File: src/rtl/pulse_interval_capture.sv
// pulse_interval_capture: measures cycles between rising edges of signal_in and hands each interval over a valid/ready port.
// Define PULSE_CAPTURE_GRAY_OUTPUT_EN to present sample_interval Gray-encoded.
module pulse_interval_capture #(
    parameter int MAX_COUNT = 65535,
    localparam int W = $clog2(MAX_COUNT + 1)
) (
    input  logic         clk,
    input  logic         reset,
    input  logic         enable,
    input  logic         signal_in,
    input  logic         sample_ready,
    input  logic         overrun_clear,
    output logic         sample_valid,
    output logic [W-1:0] sample_interval,
    output logic         sample_overflow,
    output logic         overrun,
    output logic         busy
);
    typedef enum logic [1:0] {IDLE, ARMED, COUNTING} state_t;
    localparam logic [W-1:0] MAX = W'(MAX_COUNT);
    state_t state_q, state_d;
    logic [W-1:0] count_q, count_d, interval_q, interval_d, cap_code;
    logic prev_q, valid_q, valid_d, ovf_q, ovf_d, overrun_q, overrun_d;
    logic rise, sat, capture;
    assign rise    = signal_in & ~prev_q;
    assign sat     = count_q == MAX;
    assign capture = enable && state_q == COUNTING && rise;
`ifdef PULSE_CAPTURE_GRAY_OUTPUT_EN
    assign cap_code = count_q ^ (count_q >> 1);
`else
    assign cap_code = count_q;
`endif
    always_comb begin
        state_d = state_q;
        count_d = count_q;
        if (!enable) begin
            state_d = IDLE;
            count_d = '0;
        end else begin
            case (state_q)
                IDLE:     state_d = ARMED;
                ARMED:    if (rise) begin
                    state_d = COUNTING;
                    count_d = W'(1);
                end
                COUNTING: count_d = rise ? W'(1) : sat ? count_q : count_q + W'(1);
                default:  state_d = IDLE;
            endcase
        end
    end
    always_comb begin
        interval_d = capture ? cap_code : interval_q;
        ovf_d      = capture ? sat : ovf_q;
        valid_d    = capture | (valid_q & ~sample_ready);
        // Overwriting an unconsumed sample beats a simultaneous clear.
        overrun_d  = (capture & valid_q & ~sample_ready) | (overrun_q & ~overrun_clear);
    end
    always_ff @(posedge clk) begin
        if (reset) begin
            state_q    <= IDLE;
            count_q    <= '0;
            prev_q     <= 1'b0;
            valid_q    <= 1'b0;
            interval_q <= '0;
            ovf_q      <= 1'b0;
            overrun_q  <= 1'b0;
        end else begin
            state_q    <= state_d;
            count_q    <= count_d;
            prev_q     <= signal_in;
            valid_q    <= valid_d;
            interval_q <= interval_d;
            ovf_q      <= ovf_d;
            overrun_q  <= overrun_d;
        end
    end
    assign sample_valid    = valid_q;
    assign sample_interval = interval_q;
    assign sample_overflow = ovf_q;
    assign overrun         = overrun_q;
    assign busy            = state_q != IDLE;
endmodule
File: config.mk
export PLATFORM = sky130hd
export DESIGN_NAME = pulse_interval_capture
export DESIGN_NICKNAME = d
export VERILOG_FILES = /design/src/rtl/pulse_interval_capture.sv
export SDC_FILE = /design/constraint.sdc
export NUM_CORES = 1
export LEC_CHECK = 0
export CAP_MARGIN = 20
export CORE_MARGIN = 4
export CORE_UTILIZATION = 57
export CTS_CLUSTER_DIAMETER = 200
export CTS_CLUSTER_SIZE = 30
export DETAILED_ROUTE_END_ITERATION = 6
export HOLD_SLACK_MARGIN = 0.15
export PLACE_DENSITY = 0.84
export RECOVER_POWER = 25
export REMOVE_ABC_BUFFERS = 1
export SYNTH_ARGS = -nofsm -noshare
export SYNTH_HDL_FRONTEND = slang
export SYNTH_SLANG_ARGS = --single-unit
File: constraint.sdc
create_clock -name clk -period 3.1 [get_ports clk]
set_input_delay 0.62 -clock clk [delete_from_list [all_inputs] [get_ports clk]]
set_output_delay 0.62 -clock clk [all_outputs]
set_load 0.01 [all_outputs]
==> results of run 1 <==
sequential cells by signal, summed over array words and instances (netlist names):
register and cells:
cap_code 16, sample_interval 16, state_q 2, overrun 1, prev_q 1, sample_overflow 1
sample_valid 1
path summary, 6_finish.rpt:
kind                      start            endpoint  slack (ns)  depth (start not counted)
max reg2reg         cap_code[0]        cap_code[14]        1.14                          5
min          sample_interval[3]  sample_interval[3]        0.50                          2
max                   signal_in        cap_code[11]        0.76                          5
min reg2reg  sample_interval[3]  sample_interval[3]        0.50                          2
kinds of logic after synthesis:
group | share of synthesized area (%)
flip-flops | 42.64
XOR/XNOR | 0.4910
buffers and inverters | 4.628
AND/OR/NAND/NOR | 27.28
multiplexers | 10.10
adder cells (fa/ha/maj) | 0.7012
AO/OA/AOI/OAI | 14.17
power by group through the flow:
stage	registers, mW	clock network, mW	logic (mW)
5_1_grt	0.493	0.478	0.0387
3_3_place_gp	0.503	0	0.0342
3_5_place_dp	0.504	0	0.0354
6_report	0.493	0.449	0.0353
4_1_cts	0.493	0.449	0.0358
2_1_floorplan	0.503	0	0.0170
synthesized netlist by cell type (4+ instances only):
cell / count / area share [%]
dfxtp_1: 38 / 43
nand4_1: 6 / 2.1
nand2_1: 11 / 2.3
nor3_1: 5 / 1.4
buf_2: 4 / 1.1
nor2b_1: 6 / 2.1
o211ai_1: 4 / 1.7
nor2_1: 21 / 4.4
a21oi_1: 10 / 2.8
or4_1: 7 / 2.9
o31ai_1: 6 / 2.5
inv_1: 4 / 0.84
mux2i_1: 18 / 10
nor4_1: 4 / 1.4
nand2b_1: 4 / 1.4
nand3_1: 7 / 2.0
clkbuf_1: 6 / 1.3
critical path, stage by stage:
cell	delay, ns
dlygate4sd3_1	0.55
nor2b_1	0.56
nor4_1	0.21
or4_1	0.50
a21oi_1	0.19
layout make-up:
type	count	share of cell area (%)
Timing Repair Buffer	29	12.80
Tap cell	44	2.549
Sequential cell	38	35.23
Clock buffer	6	2.375
Multi-Input combinational cell	140	43.57
Inverter	4	0.6952
Clock inverter	2	2.781
through the flow:
stage               total power [mW]  std cells
finish                        0.9772        263
floorplan                     0.5201        182
global placement              0.5377        255
detailed placement            0.5392        255
CTS                           0.9774        263
global route                   1.010        263
layout by cell type (no fill, tap or decap), drive strengths merged, types with 2 or more instances in the layout:
| cell type | synthesis | routed |
|---|---|---|
| a211oi | 2 | 2 |
| nor2b | 6 | 6 |
| dlygate4sd3 | 0 | 12 |
| o211ai | 4 | 4 |
| o31ai | 6 | 6 |
| nand4 | 8 | 8 |
| o2111ai | 2 | 2 |
| clkbuf | 8 | 7 |
| a2111o | 2 | 2 |
| o311ai | 2 | 2 |
| and4 | 3 | 3 |
| dfxtp | 38 | 38 |
| nor2 | 21 | 21 |
| a21oi | 10 | 10 |
| buf | 6 | 3 |
| nor4 | 4 | 4 |
| nand2b | 4 | 4 |
| bufinv | 0 | 2 |
| nand3 | 7 | 7 |
| nor3 | 5 | 5 |
| or4 | 9 | 9 |
| inv | 4 | 4 |
| o21ai | 2 | 2 |
| nand2 | 11 | 11 |
| clkdlybuf4s50 | 0 | 13 |
| nand4b | 2 | 2 |
| mux2i | 18 | 18 |
per-layer routing:
layer  up-vias  share of wire, %  GRT usage, %
li1        782                 -             -
met1       761                42         28.54
met2        69                48         35.35
met3         8               8.1         6.327
met4         0               1.8         12.40
met5         -                 0             0
==> metrics.cfg, run 1 <==
[run_status]
outcome=complete, no violations

[cts]
cts_tree=built
clock-root-buffer=clkbuf_4
numCtsBuffers=5
clock_sinks=38
htree_levels=2
ctsHoldBuffers=0
clk_latency_ns=0.36
clk_pin_slew_ns=0.12
cts_resized=0
cts_setup_buffers=0
clk_path_buf_depth=2

[yosys]
synth_edf_count=0
synth_area_per_cell_um2=9.103
yosysWarningCount=0
syn_area_um2=1784
synthArstFlopShare_pct=0
synth-seq-cells=38
synthDistinctLibCells=43
syn_inst=196
synthFlopType=dfxtp_1
ys_seq_area_share_pct=42.64

[global_routing]
grt_pass1_wl_mm=7.334
grt_max_degree=22
antenna_found_initial=0
grt_usage_pct=22.83
grt_pass1_vias=1566
overflow=0

[worst_setup_path]
worstPathMaxFanout=11
worst_ep_required_time_ns=3.39
critPathArrivalTime_ns=2.63
start_kind=input port
worstSetupPathType=input port to flip-flop
cp-end-kind=flip-flop

[power]
p_per_area_nw_per_um2=452.5
p_comb_share_pct=3.6
leakage_nw=0.8818
p_int_mw=0.7772
vdd_drop_max_v=0.0003676
clkPwrFrac_pct=46.0
switching_share_pct=20.46
p_sw_mw=0.2000
seq_power_share_pct=50.4

[sta]
slew_violations=0
relSlewSlack_pct=34.76
holdWs_ns=0.5019
layout_setup_ws_ns=0.7554
finalCritPeriodShare_pct=75.63
fmax_ghz=0.4265
final.setup.tns_ns=0
hold_viol=0
setup_viol=0
period_needed_ns=2.345
tightest_slew_ns=0.9787
rsz0062_at_grt=no
finClkSkew_ns=0.007774

[layout]
utilization_pct=71.32
final_nets=225
diodes=0
area_delta_synth_final_pct=21.04
drive_above_1_share_pct=8.219
multiInputGateArea_um2=940.9
num-fill-cells=213
seq_area_um2=760.7
final_area_um2=2160

[run]
max_cap_violations=0

[routing]
drc=0
vias_per_cell=6.160
vias=1620
dr.pass1.iters=4
wire_per_inst_um=15.89
drt_iter0_drc=73
drtAntennaViolNets=0
routed_wl_mm=4.179

[floorplanning]
fp-row-count=20
coreArea_um2=3028
initial_utilization_pct=58.93
chipWidth_um=63.95
die_h_um=63.95
die-area_um2=4090
boundaryPins=26

[placed_design]
hpwl_mm=2.930
gp_congestion=0.8864
dpl-instance-area_um2=2052
pre_cts_ws_ns=0.4752
portBuffers=25

[worst_hold_path]
hold_path_class=flip-flop to flip-flop

Power figures use the tool's default switching activity.
==> run 2, diff against run 1 <==
--- a/config.mk
+++ b/config.mk
@@ -7,12 +7,12 @@
 export LEC_CHECK = 0
 export CAP_MARGIN = 20
 export CORE_MARGIN = 4
-export CORE_UTILIZATION = 57
+export CORE_UTILIZATION = 48
 export CTS_CLUSTER_DIAMETER = 200
 export CTS_CLUSTER_SIZE = 30
 export DETAILED_ROUTE_END_ITERATION = 6
 export HOLD_SLACK_MARGIN = 0.15
-export PLACE_DENSITY = 0.84
+export PLACE_DENSITY = 0.76
 export RECOVER_POWER = 25
 export REMOVE_ABC_BUFFERS = 1
 export SYNTH_ARGS = -nofsm -noshare
==> constraint.sdc (replaced) <==
create_clock -name clk -period 2.1 [get_ports clk]
set_input_delay 0.42 -clock clk [delete_from_list [all_inputs] [get_ports clk]]
set_output_delay 0.42 -clock clk [all_outputs]
set_load 0.01 [all_outputs]
==> run 2 against run 1 <==
Via count grew 2.2%. Total power grew 42%. Cell count grew 4.9%. Largest cell class unchanged. Clock skew grew 0.00089 ns. Largest power group unchanged. Critical path type is now flip-flop to flip-flop. Design area grew 4.1%. Count of clock-buffer cells in the layout grew 1. Die area grew 16%.
==> metrics.cfg, run 2 (synthesis gave the netlist of run 1 again) <==
[routing]
vias_per_cell=5.996
routed_wl_mm=4.069
wire_per_inst_um=14.74
drt_iter0_drc=88
vias=1655
drtAntennaViolNets=0
drc=0
dr.pass1.iters=5

[floorplanning]
die_h_um=68.97
boundaryPins=26
initial_utilization_pct=51.44
coreArea_um2=3468
chipWidth_um=68.97
fp-row-count=21
die-area_um2=4757

[layout]
final_area_um2=2248
drive_above_1_share_pct=11.30
area_delta_synth_final_pct=26.02
final_nets=236
diodes=0
final_cell_mix=dfxtp_1, nor2_1, mux2i_1
mostFrequentLayoutCell=dfxtp_1

[sta]
relSlewSlack_pct=37.03
layout_setup_ws_ns=0.1445
tightest_slew_ns=0.9445
holdWs_ns=0.4884
hold_viol=0
finClkSkew_ns=0.008663
period_needed_ns=1.955
slew_violations=0
finalCritPeriodShare_pct=93.12
rsz0062_at_grt=no
setup_viol=0
fmax_ghz=0.5114

[worst_setup_path]
worst_ep_required_time_ns=2.33
rr_endpoint=cap_code[14]
cp-end-kind=flip-flop
crit_buf_inv=0
timing.rr.start=cap_code[1]
critical_path.endpoint=cap_code[14]
max_stage_delay_ns=0.53
crit_family=simple AND/OR/NAND/NOR gates
rr_worst_depth=5
cp_slowest_cell=or4_4
rrSetupSlack_ns=0.14
worstSetupPathType=flip-flop to flip-flop
crit_start=cap_code[1]
cp.depth=5
start_kind=flip-flop
path_cells=ha_1 -> nand4_4 -> or4_4 -> a2111o_1 -> nand2_1
critPathArrivalTime_ns=2.18
worstPathMaxFanout=6

[placed_design]
portBuffers=25
dpl-instance-area_um2=2150
gp_congestion=0.9064
hpwl_mm=2.995
pre_cts_ws_ns=-0.04612

[cts]
cts_resized=0
cts_tree=built
cts_setup_buffers=0
clock-root-buffer=clkbuf_8
numCtsBuffers=5
clock_sinks=38
clk_latency_ns=0.29
clk_path_buf_depth=2
clk_pin_slew_ns=0.07
htree_levels=2
ctsHoldBuffers=0

[power]
vdd_drop_max_v=0.0003733
p_per_area_nw_per_um2=617.3
leakage_nw=0.9326

[global_routing]
use_met1_pct=24.98
overflow=0
top_usage_layer=met2
grt_max_degree=22
antenna_found_initial=0
use_met3_pct=4.700
grt_pass1_wl_mm=6.955
grt_pass1_vias=1528
grt_usage_pct=19.58
use_met2_pct=31.90

[run]
max_cap_violations=0

[worst_hold_path]
hold_path_class=flip-flop to flip-flop

[run_status]
outcome=complete, no violations

run 2: changes by cell type in the layout (fill, tap and decap cells not counted):
cell	before	now
clkbuf_4	5	0
clkbuf_8	1	5
bufinv_16	2	1
buf_4	3	12
clkbuf_1	1	4
buf_12	0	1
run 2: layout make-up:
| cell class | instances | area [um^2] |
|---|---|---|
| fill | 286 | 1220 |
| inverter | 4 | 15.01 |
| tap | 46 | 57.56 |
| multi-input combinational | 140 | 940.9 |
| sequential | 38 | 760.7 |
| timing repair buffer | 40 | 367.9 |
| clock inverter | 1 | 30.03 |
| clock buffer | 7 | 76.32 |
run 2: worst min path at each step:
stage / start / endpoint / cells past startpoint
after global routing: sample_interval[6] / sample_interval[6] / 2
after floorplan: cap_code[15] / cap_code[15] / 2
after detailed placement: sample_interval[6] / sample_interval[6] / 2
after global placement: sample_interval[10] / sample_interval[10] / 2
final: sample_interval[6] / sample_interval[6] / 2
after CTS: sample_interval[6] / sample_interval[6] / 2
run 2: where the power goes:
part | total [mW] | switching [mW] | internal (mW)
Combinational | 0.0645 | 0.0344 | 0.0301
Clock | 0.597 | 0.242 | 0.355
Sequential | 0.726 | 0.00286 | 0.723
Total | 1.39 | 0.279 | 1.11
run 2: routing by layer:
metal  routed length, um  vias up
met5                   0        -
met4                  75        0
met3                 239        7
met2                1945       65
met1                1809      779
li1                    -      804
run 2: worst register-to-register path: stages, from the launching register on:
cell and delay, ns:
dfxtp_1 0.42, ha_1 0.30, nand4_4 0.16, or4_4 0.54, a2111o_1 0.40, nand2_1 0.08
run 2: through the flow:
stage / cells / TNS [ns] / util, % / power (mW)
2_1_floorplan: 182 / 0 / - / 0.7678
3_3_place_gp: 268 / 0 / 61.98 / 0.8066
3_5_place_dp: 268 / -0.08793 / 61.98 / 0.8083
4_1_cts: 276 / 0 / 65.04 / 1.409
5_1_grt: 276 / 0 / 64.83 / 1.445
6_report: 276 / 0 / 64.83 / 1.388
